--- src/rtl/mac_pkg.sv ---
// mac_pkg: state encoding and default widths shared by the mac datapath blocks
package mac_pkg;
    localparam int MAC_DATA_W = 4;
    localparam int MAC_LEN_W  = 4;
    typedef enum logic [1:0] {IDLE, CLEAR, STREAM, DRAIN} mac_seq_state_t;
endpackage

--- src/rtl/mac_operand_fifo.sv ---
// mac_operand_fifo: DEPTH-entry synchronous FIFO, head entry visible combinationally on dout
module mac_operand_fifo #(
    parameter int W     = 9,
    parameter int DEPTH = 4
) (
    input  logic                   sys_clock,
    input  logic                   sys_rst_n,
    input  logic                   push,
    input  logic                   pop,
    input  logic [W-1:0]           din,
    output logic [W-1:0]           dout,
    output logic [$clog2(DEPTH):0] count,
    output logic                   full,
    output logic                   empty
);
    localparam int PW = $clog2(DEPTH);
    logic [W-1:0]  mem_q [DEPTH];
    logic [PW-1:0] wr_q, wr_d, rd_q, rd_d;
    logic [PW:0]   cnt_q, cnt_d;
    always_comb begin
        wr_d  = push ? wr_q + PW'(1) : wr_q;
        rd_d  = pop ? rd_q + PW'(1) : rd_q;
        cnt_d = cnt_q + (PW+1)'(push) - (PW+1)'(pop);
    end
    always_ff @(posedge sys_clock or negedge sys_rst_n) begin
        if (!sys_rst_n) begin
            wr_q  <= '0;
            rd_q  <= '0;
            cnt_q <= '0;
        end else begin
            wr_q  <= wr_d;
            rd_q  <= rd_d;
            cnt_q <= cnt_d;
        end
    end
    always_ff @(posedge sys_clock) begin
        if (push) mem_q[wr_q] <= din;
    end
    assign dout  = mem_q[rd_q];
    assign count = cnt_q;
    assign full  = cnt_q == (PW+1)'(DEPTH);
    assign empty = cnt_q == '0;
endmodule

--- src/rtl/mac_operand_sequencer.sv ---
// mac_operand_sequencer: frames buffered operand pairs into sclr/load sequences for the mac stage
module mac_operand_sequencer
    import mac_pkg::*;
#(
    parameter int DATA_W  = MAC_DATA_W,
    parameter int DEPTH   = 4,
    parameter int LEN_W   = MAC_LEN_W,
    parameter int MAC_LAT = 1
) (
    input  logic              sys_clock,
    input  logic              sys_rst_n,
    input  logic              in_valid,
    output logic              in_ready,
    input  logic [DATA_W-1:0] in_a,
    input  logic [DATA_W-1:0] in_b,
    input  logic              in_last,
    output logic              mac_sclr,
    output logic              mac_load,
    output logic [DATA_W-1:0] mac_a,
    output logic [DATA_W-1:0] mac_b,
    output logic              vec_done,
    output logic [LEN_W-1:0]  vec_len,
    output logic              len_ovf,
    output logic              busy
);
    localparam int EW = 2 * DATA_W + 1;
    localparam int CW = $clog2(DEPTH) + 1;
    localparam int WW = $clog2(MAC_LAT + 1) + 1;
    mac_seq_state_t    state_q, state_d;
    logic [EW-1:0]     head;
    logic [CW-1:0]     fifo_count;
    logic              fifo_full, fifo_empty, push, pop;
    logic [LEN_W-1:0]  len_q, len_d;
    logic [WW-1:0]     wait_q, wait_d;
    logic [DATA_W-1:0] a_q, a_d, b_q, b_d;
    logic              ovf_q, ovf_d, sclr_q, sclr_d, load_q, load_d;
    logic              done_q, done_d, busy_q, busy_d;
    assign in_ready = !fifo_full;
    assign push     = in_valid && in_ready;
    mac_operand_fifo #(.W(EW), .DEPTH(DEPTH)) u_fifo (
        .sys_clock (sys_clock),
        .sys_rst_n (sys_rst_n),
        .push      (push),
        .pop       (pop),
        .din       ({in_a, in_b, in_last}),
        .dout      (head),
        .count     (fifo_count),
        .full      (fifo_full),
        .empty     (fifo_empty)
    );
    always_comb begin
        state_d = state_q;
        pop     = 1'b0;
        wait_d  = '0;
        done_d  = 1'b0;
        len_d   = len_q;
        ovf_d   = ovf_q;
        case (state_q)
            IDLE: state_d = fifo_count != '0 ? CLEAR : IDLE;
            CLEAR, STREAM: begin
                pop     = !fifo_empty;
                state_d = pop && head[0] ? DRAIN : STREAM;
            end
            DRAIN: begin
                done_d  = wait_q == WW'(MAC_LAT);
                wait_d  = wait_q + WW'(1);
                state_d = done_d ? IDLE : DRAIN;
            end
            default: state_d = IDLE;
        endcase
        // The CLEAR cycle's own pop counts as the first element.
        if (state_q == CLEAR) begin
            len_d = LEN_W'(1);
            ovf_d = 1'b0;
        end else if (pop) begin
            len_d = &len_q ? len_q : len_q + LEN_W'(1);
            ovf_d = ovf_q || &len_q;
        end
        sclr_d = state_d == CLEAR;
        load_d = pop;
        a_d    = pop ? head[EW-1 -: DATA_W] : a_q;
        b_d    = pop ? head[1 +: DATA_W] : b_q;
        busy_d = state_d != IDLE;
    end
    always_ff @(posedge sys_clock or negedge sys_rst_n) begin
        if (!sys_rst_n) begin
            state_q <= IDLE;
            len_q   <= '0;
            ovf_q   <= 1'b0;
            wait_q  <= '0;
            sclr_q  <= 1'b0;
            load_q  <= 1'b0;
            a_q     <= '0;
            b_q     <= '0;
            done_q  <= 1'b0;
            busy_q  <= 1'b0;
        end else begin
            state_q <= state_d;
            len_q   <= len_d;
            ovf_q   <= ovf_d;
            wait_q  <= wait_d;
            sclr_q  <= sclr_d;
            load_q  <= load_d;
            a_q     <= a_d;
            b_q     <= b_d;
            done_q  <= done_d;
            busy_q  <= busy_d;
        end
    end
    assign mac_sclr = sclr_q;
    assign mac_load = load_q;
    assign mac_a    = a_q;
    assign mac_b    = b_q;
    assign vec_done = done_q;
    assign vec_len  = len_q;
    assign len_ovf  = ovf_q;
    assign busy     = busy_q;
endmodule

--- config.mk ---
export PLATFORM = sky130hd
export DESIGN_NAME = mac_operand_sequencer
export DESIGN_NICKNAME = d
export VERILOG_FILES = /design/src/rtl/mac_pkg.sv /design/src/rtl/mac_operand_fifo.sv /design/src/rtl/mac_operand_sequencer.sv
export SDC_FILE = /design/constraint.sdc
export NUM_CORES = 1
export LEC_CHECK = 0
export CORE_ASPECT_RATIO = 0.5
export CORE_MARGIN = 5
export CORE_UTILIZATION = 55
export DETAILED_ROUTE_END_ITERATION = 16
export DONT_BUFFER_PORTS = 1
export HOLD_SLACK_MARGIN = 0.06
export PLACE_DENSITY_LB_ADDON = 0.08
export SYNTH_ARGS = -nofsm -noshare
export SYNTH_HDL_FRONTEND = slang
export SYNTH_SLANG_ARGS = --single-unit
--- constraint.sdc ---
create_clock -name sys_clock -period 3.4 [get_ports sys_clock]
set_clock_uncertainty 0.05 [all_clocks]
set_input_delay 0.68 -clock sys_clock [delete_from_list [all_inputs] [get_ports sys_clock]]
set_output_delay 0.68 -clock sys_clock [all_outputs]
set_load 0.02 [all_outputs]
# Word-level counts from Yosys, hierarchy flattened
# Memory sizes are Yosys's and may differ from the RTL's.
# Cells that the tools add are included.
[totals]
output_inout_bits = 18
mem_bits_rw = 36
reg_bits = 28
mem_count = 1
inputBits = 12
[memory_table]
columns = ["memory", "depth", "width", "read_ports", "rd_ports_with_merged_regs", "wr", "line_no", "rtl"]
rows = [
  ["u_fifo.mem_q", 4, 9, 1, 0, 1, "mac_operand_fifo.sv:17", "logic [W-1:0] mem_q [DEPTH];"],
]
[classes]
n_reduce_logical = 13
addsub = 6
eq_ne = 7
mux = 14
[ops]
columns = ["cell", "n"]
rows = [
  ["$mux W4", 3],
  ["$mux W1", 8],
  ["$add A2 B1 Y2 const B", 3],
  ["$eq A2 B1 Y1 const B", 3],
  ["$pmux W2 S3", 1],
  ["$add A4 B1 Y4 const B", 1],
  ["$eq A2 B2 Y1 const B", 2],
  ["$mux W2", 2],
  ["$reduce_and A4 Y1", 1],
  ["$reduce_bool A2 Y1", 2],
  ["$add A3 B1 Y3", 1],
  ["$eq A3 B3 Y1 const B", 1],
  ["$logic_not A3 Y1", 1],
  ["$reduce_bool A3 Y1", 1],
  ["$sub A3 B1 Y3", 1],
  ["$logic_and A1 B1 Y1", 2],
  ["$logic_not A1 Y1", 2],
  ["$logic_not A2 Y1", 1],
  ["$ne A2 B2 Y1 const B", 1],
  ["$reduce_and A2 Y1", 1],
  ["$reduce_or A2 Y1", 1],
  ["$logic_or A1 B1 Y1", 1],
]

# Longest topological paths before layout
[logic_depth]
depth_word = 6
ltp_mapped = 12

# Modules after synthesis
# Synthesis repeated with hierarchy kept, for this count alone.
[unflattened]
cells_unflattened = 152
area_unflattened_um2 = 2647.5
[modules_own_cells]
columns = ["mod", "area_each_um2", "instances", "cells_per_inst"]
rows = [
  ["mac_operand_fifo", 1689.1, 1, 81],
  ["mac_operand_sequencer", 958.4, 1, 71],
]

# Least setup slack after synthesis
# No wires, ideal clock.
[synth_path]
path_kind = "flip-flop to flip-flop"
start = "reg state_q[0]"
end = "reg u_fifo.cnt_q[2] (netlist: u_fifo.count[2])"
required_ns = 3.221
period_less_slack_ns = 2.353
setup_slack_ns = 1.047
setup_time_ns = 0.129
stages_incl_launch_ff = 13
arrival_ns = 2.174
cell_sequence = "dfrtp_1 inv_1 ha_1 o31ai_4 inv_2 buf_6 ha_1 inv_1 ha_1 inv_1 fa_1 xnor2_1 xnor2_1"
[synth_via]
elab_chain_len = 4
word_cells_on_any_way = 5
cone_classes = "add/sub (1); eq/ne (2); mux (1); reduce/logical (1)"
[synth_lines]
columns = ["item", "line_no", "rtl"]
rows = [
  ["from (decl)", "mac_operand_sequencer.sv:29", "mac_seq_state_t state_q, state_d;"],
  ["from (signal assigned)", "mac_operand_sequencer.sv:98", "state_q <= state_d;"],
  ["$eq A2 B1 Y1 / $eq A2 B2 Y1 (equally long branches)", "mac_operand_sequencer.sv:58", "case (state_q)"],
  ["$reduce_or A2 Y1 (*)", "mac_operand_sequencer.sv:58", ""],
  ["$mux W1 (*)", "mac_operand_sequencer.sv:58", ""],
  ["via load_d", "mac_operand_sequencer.sv:36", "logic ovf_q, ovf_d, sclr_q, sclr_d, load_q, load_d;"],
  ["$sub A3 B1 Y3 (*)", "mac_operand_fifo.sv:23", "cnt_d = cnt_q + (PW+1)'(push) - (PW+1)'(pop);"],
  ["via u_fifo.cnt_d[2]", "mac_operand_fifo.sv:19", "logic [PW:0] cnt_q, cnt_d;"],
  ["to (signal assigned)", "mac_operand_fifo.sv:33", "cnt_q <= cnt_d;"],
  ["to (decl)", "mac_operand_fifo.sv:19", ""],
]
# The timed path passes the listed nets; every way through them passes the cells marked *.
# A chain may end at the register's enable or synchronous reset.

# Worst setup path in the final report
[layout_path]
start = "reg u_fifo.cnt_q[1] (netlist: u_fifo.count[1])"
end = "reg u_fifo.cnt_q[2] (netlist: u_fifo.count[2])"
[layout_via]
elab_chain_len = 5
word_cells_on_any_way = 8
cone_classes = "add/sub (2); eq/ne (1); mux (1); reduce/logical (4)"
[layout_lines]
columns = ["item", "line_no", "rtl"]
rows = [
  ["$eq A3 B3 Y1", "mac_operand_fifo.sv:41", "assign full = cnt_q == (PW+1)'(DEPTH);"],
  ["$logic_not A1 Y1", "mac_operand_sequencer.sv:38", "assign in_ready = !fifo_full;"],
  ["$logic_and A1 B1 Y1", "mac_operand_sequencer.sv:39", "assign push = in_valid && in_ready;"],
  ["$add A3 B1 Y3", "mac_operand_fifo.sv:23", ""],
  ["$sub A3 B1 Y3 (*)", "mac_operand_fifo.sv:23", ""],
  ["via u_fifo.cnt_d[2]", "mac_operand_fifo.sv:19", ""],
]
# Marks and branches as above.

==> flow_summary_export.csv <==
group,metric,value,unit
critical_path,worstSetupPathType,"reg -> reg",
critical_path,r2r_start,"u_fifo.count[1]$_DFF_PN0_",
sta,fin_setup_tns,0,ps
clock_network,clk_latency,330,ps
synthesis,synth_top_area_share,41.68,%
finish,fin_nets,198,
synthesis,ys_types,31,
power,powerDensity,1019,nW/um^2
detailed_routing,wl_per_cell,17.99,um
detailed_routing,routed_via_density,5.451,
synthesis,syn-num-nets,190,
finish,seq_area,1782,um^2
grt,grt_max_degree,29,
status,status,"completed",
power,seq_power_share,48.2,%
sta,period_needed,2775,ps
detailed_routing,vias,1281,
placement,portBuffers,0,
critical_path,reg2reg_setup_slack,630,ps
sta,setup_violations,0,
placement,place_ws,624.0,ps
synthesis,synth_area,2594,um^2
placement,dpl.hpwl,2833,um
clock_network,clock-root-buffer,"clkbuf_8",
synthesis,synthArstFlopShare,43.75,%
clock_network,cts_tree,"done",
power,p_int,1.814,mW
synthesis,synth-warning-count,0,
detailed_routing,firstDrtPassIters,6,
critical_path,crit_fanout,16,
placement,place.gp.congestion,0.7957,
floorplanning,pin_count,30,
power,pwr-share-comb,30.7,%
floorplanning,rows,17,
synthesis,ys.flop_type,"edfxtp_1",
synthesis,synth_most_common_cell,"edfxtp_1",
critical_path,critical-path-slowest-cell,"o31ai_4",
power,vdd_drop_max,0.0003672,V
detailed_routing,drt-initial-drc-count,36,
clock_network,post_cts_resized,0,
synthesis,synth_top_area_cell,"edfxtp_1",
critical_path,startpoint_type,"flip-flop",
sta,worstMarginPinSlew,658.8,ps
synthesis,synth_seq_cells,64,
critical_path,required,3560,ps
grt,grt_pass1_wl,7038,um
sta,max_freq,360.4,MHz
finish,insertedDiodeCount,0,
detailed_routing,finalWirelength,4227,um
floorplanning,initial_utilization,58.07,%
detailed_routing,post-route-drc-count,0,
sta,finalHoldViolations,0,
sta,finalCritPeriodShare,81.61,%
hold_path,holdCritPathClass,"in -> async",
synthesis,synth.avg_cell_area,15.62,um^2
sta,maxSlewViolCount,0,
clock_network,cts_htree_levels,3,
sta,rsz0062_at_grt,"no",
detailed_routing,antenna_left,0,
synthesis,synthTopCellsByCount,"edfxtp_1, dfrtp_1, nand2_1, ha_1",
critical_path,critPathArrivalTime,2930,ps
floorplanning,die_area,6273,um^2
grt,grt_pass1_vias,1323,
finish,multi_input_area,743.2,um^2
power,power_leakage,1.139,nW
finish,drive_gt1_share,16.29,%
flow_run,maxCapViolations,0,
clock_network,cts.sinks,64,
power,p_switching,1.080,mW
grt,antenna_found_initial,0,
grt,gr-usage-all-layers,15.81,%
clock_network,clk_path_buf_depth,2,
finish,areaGrowthSynthToFinish,9.503,%
critical_path,path_cells,"o31ai_4 > inv_2 > ha_1 > inv_1 > ha_1 > inv_1 > fa_1 > xnor2_1 > xnor2_1",
synthesis,synthTopCellsByArea,"edfxtp_1, dfrtp_1, mux4_2, ha_1, nand2_1",
finish,n_fill_cell,328,
floorplanning,die_w,107.1,um
clock_network,cts_hold_buf,1,
sta,worst_slack,625.3,ps
floorplanning,die_y,58.56,um
synthesis,yosysSeqAreaShare,68.69,%
clock_network,numCtsBuffers,9,
clock_network,post_cts_buffers,0,
finish,finish.utilization,63.59,%
sta,relSlewSlack,56.08,%
synthesis,synth_cells,166,
grt,grt_overflow,0,
clock_network,clkSlewWorstSetupHoldPaths,70,ps
floorplanning,core_region_area,4467,um^2
power,swShare,37.33,%
critical_path,reg2reg_to,"u_fifo.count[2]$_DFF_PN0_",
critical_path,critPathCaptureType,"flip-flop",
power,p_clk_share,21.2,%
critical_path,reg2regPathDepth,9,
synthesis,synth_edf_count,36,
critical_path,cpPeakStageDelay,620,ps
final cells by class:
cell class	instances	share of cell area [%]
clock buffers	10	4.493
clock inverters	5	2.070
well taps	57	2.511
repair buffers	1	0.7048
flip-flops and latches	64	62.73
inverters	10	1.322
multi-input cells	88	26.17
flip-flops by register name, summed over array words and instances (netlist names), 2 cells and up:
name and count:
mac_a 4, state_q 2, u_fifo.count 3, u_fifo.mem_q 36, u_fifo.wr_q 2, u_fifo.rd_q 2, wait_q 2, vec_len 4
mac_b 4
power by group through the flow:
| stage | registers, mW | clock network (mW) | logic [mW] |
|---|---|---|---|
| floorplan | 1.31 | 0 | 0.812 |
| detailed placement | 1.41 | 0 | 0.891 |
| global placement | 1.41 | 0 | 0.860 |
| finish | 1.39 | 0.613 | 0.887 |
| CTS | 1.40 | 0.629 | 0.904 |
| global route | 1.43 | 0.670 | 1.02 |
worst max-delay path, delay by kind of cell (launching register included):
kind	cells	cell delay [ps]
adders and majority gates	3	850
xor gates and xnor gates	2	280
DFF	1	470
buffers and inverters	3	390
AOI/OAI and AO/OA	1	620
per-stage QoR:
| stage | total power [mW] | hold slack [ps] | cells | instance area (um^2) |
|---|---|---|---|---|
| floorplan | 2.118 | 334.4 | 166 | 2594 |
| global placement | 2.271 | 335.1 | 219 | 2634 |
| detailed placement | 2.304 | 335.2 | 219 | 2634 |
| CTS | 2.935 | 104.0 | 235 | 2840 |
| global route | 3.123 | 101.4 | 235 | 2840 |
| finish | 2.894 | 115.4 | 235 | 2840 |
cells in the final DEF (no fill, tap or decap), types with 9 or more instances in the layout:
cell	instances
nand2_1	26
inv_1	9
edfxtp_1	36
dfrtp_1	28
clkbuf_8	9
mux4_2	9
ha_1	11
worst max path at each step:
| stage | start | to | slack (ps) |
|---|---|---|---|
| finish | u_fifo.count[1]$_DFF_PN0_ | u_fifo.count[2]$_DFF_PN0_ | 630 |
| global route | u_fifo.count[1]$_DFF_PN0_ | u_fifo.count[2]$_DFF_PN0_ | 420 |
| floorplan | state_q[0]$_DFF_PN0_ | u_fifo.count[2]$_DFF_PN0_ | 1050 |
| global placement | u_fifo.count[1]$_DFF_PN0_ | u_fifo.count[2]$_DFF_PN0_ | 730 |
| detailed placement | u_fifo.count[1]$_DFF_PN0_ | u_fifo.count[2]$_DFF_PN0_ | 620 |
| CTS | u_fifo.count[1]$_DFF_PN0_ | u_fifo.count[2]$_DFF_PN0_ | 610 |
routing by layer:
| layer | vias up | wire, um | track usage [%] |
|---|---|---|---|
| met3 | 4 | 271 | 7.667 |
| met4 | 0 | 48 | 6.557 |
| met5 | - | 0 | 0 |
| met1 | 641 | 1995 | 20.86 |
| li1 | 605 | - | - |
| met2 | 31 | 1911 | 22.58 |
logic make-up after synthesis:
kind of cell | share of synthesized area, %
xor+xnor | 1.688
fa+ha+maj | 6.078
compound gates | 3.232
buf+inv | 2.653
mux | 8.249
simple gates | 9.407
flops | 68.69
No activity file was read; power rests on OpenSTA's default activity.
